===== src/rtl/wave_pkg.sv =====
// Shared definitions between the key controller and the waveform generator:
// mode codes, number of modes and the select bus width.
package wave_pkg;
  localparam int SEL_W     = 3;
  localparam int NUM_MODES = 4;

  localparam logic [SEL_W-1:0] WAVE_SIN = 3'd0;
  localparam logic [SEL_W-1:0] WAVE_SAW = 3'd1;
  localparam logic [SEL_W-1:0] WAVE_SQR = 3'd2;
  localparam logic [SEL_W-1:0] WAVE_TRI = 3'd3;
endpackage


===== src/rtl/key_debounce.sv =====
// One push-button: 2-flop synchronizer, counter debounce, and a one-cycle
// registered press pulse on the debounced 1->0 transition.
module key_debounce #(
  parameter int DEBOUNCE_CYC = 1000000,
  parameter int CNT_W        = 20
) (
  input  logic clk,
  input  logic rst_n,
  input  logic i_key_n,
  output logic o_press
);
  logic [1:0]       r_sync;
  logic [CNT_W-1:0] r_cnt;
  logic             r_level;
  logic             r_level_d;
  logic             r_press;
  logic             w_sync;

  assign w_sync  = r_sync[1];
  assign o_press = r_press;

  always_ff @(posedge clk) begin
    if (rst_n) begin
      r_sync    <= 2'b11;
      r_cnt     <= '0;
      r_level   <= 1'b1;
      r_level_d <= 1'b1;
      r_press   <= 1'b0;
    end else begin
      r_sync    <= {r_sync[0], i_key_n};
      r_level_d <= r_level;
      r_press   <= r_level_d & ~r_level;
      // Any cycle of agreement restarts the stability window.
      if (w_sync == r_level) begin
        r_cnt <= '0;
      end else if (r_cnt == CNT_W'(DEBOUNCE_CYC - 1)) begin
        r_level <= w_sync;
        r_cnt   <= '0;
      end else begin
        r_cnt <= r_cnt + 1'b1;
      end
    end
  end
endmodule


===== src/rtl/wave_key_ctrl.sv =====
// Waveform select controller: NEXT/PREV presses step a wrapping mode register,
// with one-hot LEDs and a one-cycle mode-change pulse.
module wave_key_ctrl
  import wave_pkg::*;
#(
  parameter int DEBOUNCE_CYC = 1000000,
  parameter int CNT_W        = 20
) (
  input  logic                 clk,
  input  logic                 rst_n,
  input  logic                 key_next_n,
  input  logic                 key_prev_n,
  output logic [SEL_W-1:0]     key_multiwave,
  output logic [NUM_MODES-1:0] wave_led,
  output logic                 mode_chg
);
  logic                 w_next_press;
  logic                 w_prev_press;
  logic [SEL_W-1:0]     w_next_mode;
  logic                 w_step;
  logic [NUM_MODES-1:0] w_led;
  logic [SEL_W-1:0]     r_mode;
  logic [NUM_MODES-1:0] r_led;
  logic                 r_chg;

  key_debounce #(.DEBOUNCE_CYC(DEBOUNCE_CYC), .CNT_W(CNT_W)) u_next (
    .clk     (clk),
    .rst_n   (rst_n),
    .i_key_n (key_next_n),
    .o_press (w_next_press)
  );

  key_debounce #(.DEBOUNCE_CYC(DEBOUNCE_CYC), .CNT_W(CNT_W)) u_prev (
    .clk     (clk),
    .rst_n   (rst_n),
    .i_key_n (key_prev_n),
    .o_press (w_prev_press)
  );

  // Simultaneous presses cancel; only a lone pulse moves the mode.
  always_comb begin
    w_next_mode = r_mode;
    w_step      = 1'b0;
    if (w_next_press && !w_prev_press) begin
      w_step      = 1'b1;
      w_next_mode = (r_mode == SEL_W'(NUM_MODES - 1)) ? '0 : r_mode + 1'b1;
    end else if (w_prev_press && !w_next_press) begin
      w_step      = 1'b1;
      w_next_mode = (r_mode == '0) ? SEL_W'(NUM_MODES - 1) : r_mode - 1'b1;
    end
    w_led = '0;
    for (int k = 0; k < NUM_MODES; k++) begin
      w_led[k] = (w_next_mode == SEL_W'(k));
    end
  end

  always_ff @(posedge clk) begin
    if (rst_n) begin
      r_mode <= WAVE_SIN;
      r_led  <= NUM_MODES'(1);
      r_chg  <= 1'b0;
    end else begin
      r_mode <= w_next_mode;
      r_led  <= w_led;
      r_chg  <= w_step;
    end
  end

  assign key_multiwave = r_mode;
  assign wave_led      = r_led;
  assign mode_chg      = r_chg;
endmodule

===== config.mk =====
export PLATFORM = sky130hd
export DESIGN_NAME = wave_key_ctrl
export DESIGN_NICKNAME = d
export VERILOG_FILES = /design/src/rtl/wave_pkg.sv /design/src/rtl/key_debounce.sv /design/src/rtl/wave_key_ctrl.sv
export SDC_FILE = /design/constraint.sdc
export NUM_CORES = 1
export LEC_CHECK = 0
export CAP_MARGIN = 25
export CORE_MARGIN = 10
export CORE_UTILIZATION = 35
export CTS_BUF_LIST = sky130_fd_sc_hd__clkbuf_16
export CTS_CLUSTER_SIZE = 25
export DETAILED_ROUTE_END_ITERATION = 6
export MAX_ROUTING_LAYER = met4
export PLACE_DENSITY = 0.53
export SLEW_MARGIN = 20
export SYNTH_ARGS = -nofsm -noshare
export SYNTH_HDL_FRONTEND = slang
export SYNTH_SLANG_ARGS = --single-unit

===== constraint.sdc =====
create_clock -name clk -period 2.3 [get_ports clk]
set_input_delay 0.69 -clock clk [delete_from_list [all_inputs] [get_ports clk]]
set_output_delay 0.69 -clock clk [all_outputs]
set_load 0.02 [all_outputs]

# After elaboration in Yosys (flattened, before gate mapping)
# Index checks and enable logic that the tools add are counted.
# totals
output_inout_bits,8
reg_bits,58
word_cells,47
inputBits,4
# op_classes
add_sub_neg,4
n_bitwise,6
n_mux,6
reduce_logical,10
eq_ne,8
# op_table
operator,n
adder 20 x 1 -> 20 bit (second input constant),2
== test 20 bit (second input constant),2
two-way mux 3 bit,4
== test 3 x 2 -> 1 bit (second input constant),3
logical NOT 3 bit,2
OR reduction 3 bit,2
inverter 1 bit,4
AND reduction 2 bit,2
adder 3 x 1 -> 3 bit (second input constant),1
== test 3 x 1 -> 1 bit (second input constant),1
subtractor 3 x 1 -> 3 bit (second input constant),1
bitwise AND 1 bit,2
== test 1 bit,2
logical AND 1 bit,2
logical NOT 1 bit,2
two-way mux 1 bit,2

# Logic depth before layout (Yosys ltp)
# depth
depth_word,5
depth_mapped,7
depth_no_buf,6

# Modules after synthesis
# Synthesis repeated with hierarchy kept, for this count alone.
# unflattened
hier_cells,278
area_unflattened_um2,2591.2
# modules_own_cells
module,seq_area_each_um2,area_each_um2,cells_per_inst,instances
key_debounce,500.5,1088.5,119,2
wave_key_ctrl,160.2,414.1,40,1

# Worst setup path before layout
# OpenSTA, ideal clock, no wires.
# synth_timing
kind,register to register
startpoint,reg u_next.r_cnt[0]
endpoint,reg u_next.r_cnt[18]
t_arrival_ns,1.814
t_required_ns,2.230
setup_slack_ns,0.416
setup_time_ns,0.070
n_path_buf,1
stages_incl_launch_ff,7
synth_period_minus_slack_ns,1.884
path_cell_list,dfxtp_1 ha_1 nand2_1 or4_1 clkbuf_1 or4_1 a21oi_1
# synth_via
elab_chain_len,2
word_cells_on_any_way,3
cone_classes,add/sub: 1; eq/ne: 1; reduce/logical: 1
# synth_lines
item,line,source
"start, declared",key_debounce.sv:13,logic [CNT_W-1:0] r_cnt;
"start signal, assigned",key_debounce.sv:40,r_cnt <= r_cnt + 1'b1;
"parallel branches: the longest is 2 deep, another holds adder 20 x 1 -> 20 bit",n/a,
# Several ways; the timed one is not identified.
# A chain may end at the register's enable or synchronous reset.

# Final worst setup path
# layout_timing
startpoint,reg r_mode[2] (netlist: key_multiwave[2])
endpoint,out key_multiwave[2]
# layout_rtl
item,line,source
"start, declared",wave_key_ctrl.sv:22,logic [SEL_W-1:0] r_mode;
"start signal, assigned",wave_key_ctrl.sv:63,r_mode <= w_next_mode;
"end, declared",wave_key_ctrl.sv:13,"output logic [SEL_W-1:0] key_multiwave,"
# No word-level cell between the ends.

==> results.ini <==
[sta]
setup_violations=0
finalSetupTns_ns=0
fin_crit_ns=2.05
rsz0062_at_grt=no
fmax_ghz=0.487
worst_slew_pin_slew_ns=0.624
finClkSkew_ns=0.00851
maxSlewViolCount=0
max_slew_margin=0.584
hold_viol=0
period_share=0.892

[routing]
ant_nets=0
vias=1912
drt-total-wl_um=4520
wire_per_inst_um=11.4
drt_iter0_drc=121
first_pass_iters=4
via_per_inst=4.84
drc=0

[cts]
clk_pin_slew_ns=0.05
cts_resized=0
hold_buffers=0
htree_num_levels=3
cts_root_buffer=clkbuf_16
cts_setup_buffers=0
cts_buffers=9
insertion_delay_ns=0.32
clock_path_buffers=2
cts.sinks=58
cts_tree=built

[global_route]
overflow=0
grt_pass1_vias=1871
grt_use_total=0.0896
grt_max_degree=19
grt_pass1_wl_um=8100
antenna_found_initial=0

[cells_and_area]
final_nets=306
drive_gt1_frac=0.0736
fin_util=0.436
finalNonFillerCells=395
insertedDiodeCount=0
synthToLayoutAreaGrowth_pct=20.2

[synthesis]
syn_area_sq_um=2490
synth-compound-area-share=0.0773
syn-num-nets=289
synth_top_family_by_area=simple AND/OR/NAND/NOR gates
ys_ff_latch=58
yosys_warnings=0
yosysSeqAreaShare=0.466
synth_fa_ha_area_frac=0.0351
syn_inst=278
avgSynthCellArea_sq_um=8.97
synth_xor_area_frac=0.0878
synth-simple-area-share=0.293
synthMuxAreaShare=0.00803
netlist-cell-type-count=37

[setup_path]
critPathSlowestCell=clkdlybuf4s50_1
cp-start-kind=register
crit_family=buffers and inverters
critical_path_class=register to output port
cp_num_buf_inv=1
crit_path_max_incr_delay_ns=0.64
cp.arrival_ns=1.36
end_kind=output port
crit_chain=clkdlybuf4s50_1
required_ns=1.61
crit_fanout=6

[power_and_ir_drop]
powerDensity_nw_per_um2=753
leakagePower_nw=0.952
ir_drop_mv=0.352

[hold_path]
hold_class=register to register

[floorplanning]
io_pins=12
fp.dieH_um=104
core_sq_um=6870
rows=30
floorplan.initialDensity=0.363
die_area_sq_um=10900
die_w_um=104

[status]
status=finished, final reports clean

[placement]
hpwl_um=3170
portBuffers=11
gp_congestion=0.803
placedCellCount=380

[job]
maxCapViolations=0

==> cell usage in the layout (no fill, tap or decap), types with 5 or more instances in the layout <==
| cell | netlist | routed |
|---|---|---|
| nor2_1 | 35 | 35 |
| ha_1 | 7 | 7 |
| xor2_1 | 11 | 11 |
| o31ai_1 | 6 | 5 |
| nand3_1 | 13 | 13 |
| or4_1 | 7 | 7 |
| o21ai_0 | 9 | 9 |
| clkdlybuf4s50_1 | 0 | 11 |
| and3_1 | 5 | 5 |
| clkbuf_16 | 0 | 9 |
| nor3_1 | 9 | 9 |
| dfxtp_1 | 58 | 58 |
| inv_1 | 12 | 13 |
| nand4_1 | 9 | 9 |
| xnor2_1 | 14 | 14 |
| nand2_1 | 15 | 15 |
| a21oi_1 | 14 | 14 |
| or3_1 | 9 | 9 |
==> metal layers <==
layer,global-route usage,up-vias,share of wire
li1,-,1013,-
met4,0.0328,0,0.014
met5,-,-,0
met2,0.125,21,0.41
met3,0.0415,7,0.048
met1,0.110,871,0.53
==> path summary, 6_finish.rpt <==
path                                       start          endpoint  slack [ns]  cells after the start
worst max-delay path            key_multiwave[2]  key_multiwave[2]        0.25                      1
worst min-delay path            u_prev.r_sync[0]  u_prev.r_sync[1]        0.41                      1
worst max register to register   u_next.r_cnt[0]  u_next.r_cnt[18]        0.25                      5
worst min register to register  u_prev.r_sync[0]  u_prev.r_sync[1]        0.41                      1
==> through the flow <==
step	instance area, sq um	power, mW	hold WS [ns]	worst slack (ns)
after CTS	3000	2.29	0.408	0.230
final	3000	2.26	0.407	0.248
after floorplan	2490	1.05	0.389	0.416
after detailed placement	2720	1.06	0.397	0.159
after global placement	2720	1.06	0.396	0.194
after global routing	3000	2.35	0.427	0.0657
==> logic make-up (layout without fill, tap and decap cells) <==
family,Yosys count,after routing
AOI/OAI and AO/OA,33,33
buffers and inverters,21,42
DFF,58,58
xor gates and xnor gates,25,25
muxes,2,2
and+or+nand+nor,132,132
adders and majority gates,7,7
==> worst reg2reg max path, delay by kind of cell (launching register included) <==
family / cells / cell delay (ns)
AND/OR/NAND/NOR: 3 / 1.25
flip-flops: 1 / 0.36
adder cells (fa/ha/maj): 1 / 0.23
AO/OA/AOI/OAI: 1 / 0.14
==> flip-flops by register name, indices dropped and copies added (netlist names) <==
name / cells
u_next.r_level_d: 1
u_prev.r_cnt: 20
u_next.r_cnt: 20
u_prev.r_level_d: 1
u_next.r_sync: 2
u_prev.r_level: 1
u_next.r_level: 1
key_multiwave: 3
u_prev.o_press: 1
wave_led: 4
mode_chg: 1
u_next.o_press: 1
u_prev.r_sync: 2
==> cells in the mapped netlist, drive strengths merged <==
cell / number / area (sq um)
a211oi: 1 / 7.51
nand3b: 1 / 7.51
and2: 4 / 25.0
buf: 3 / 15.0
nand2b: 1 / 6.26
nor2: 35 / 131
xnor2: 14 / 123
xor2: 11 / 96.3
o21ai: 9 / 45.0
nor4b: 4 / 35.0
a21boi: 1 / 7.51
dfxtp: 58 / 1160
or4b: 1 / 10.0
nor4: 4 / 25.0
or4: 7 / 52.6
and3b: 2 / 17.5
inv: 12 / 45.0
o21bai: 1 / 7.51
mux2i: 2 / 20.0
and4: 2 / 17.5
a21oi: 14 / 70.1
nor2b: 2 / 12.5
o31ai: 6 / 45.0
nand2: 15 / 56.3
nor3: 9 / 45.0
nor4bb: 1 / 10.0
clkbuf: 6 / 22.5
or3: 9 / 56.3
and3: 5 / 31.3
or2: 4 / 25.0
ha: 7 / 87.6
nand4: 10 / 68.8
nand3: 14 / 82.6
a41o: 1 / 10.0
nor3b: 2 / 15.0
==> layout make-up <==
class	count	area [sq um]
repair buffers	15	140
well taps	96	120
flip-flops and latches	58	1160
fillers	677	3870
clock inverters	6	50.0
inverters	12	45.0
clock buffers	9	225
multi-input cells	199	1250
==> power by group <==
group          internal (mW)  switching [mW]  total [mW]
clock network          0.811           0.408        1.22
logic                 0.0120          0.0125      0.0245
registers               1.01         0.00204        1.01
total                   1.83           0.423        2.26
(Power assumes the default switching activity.)
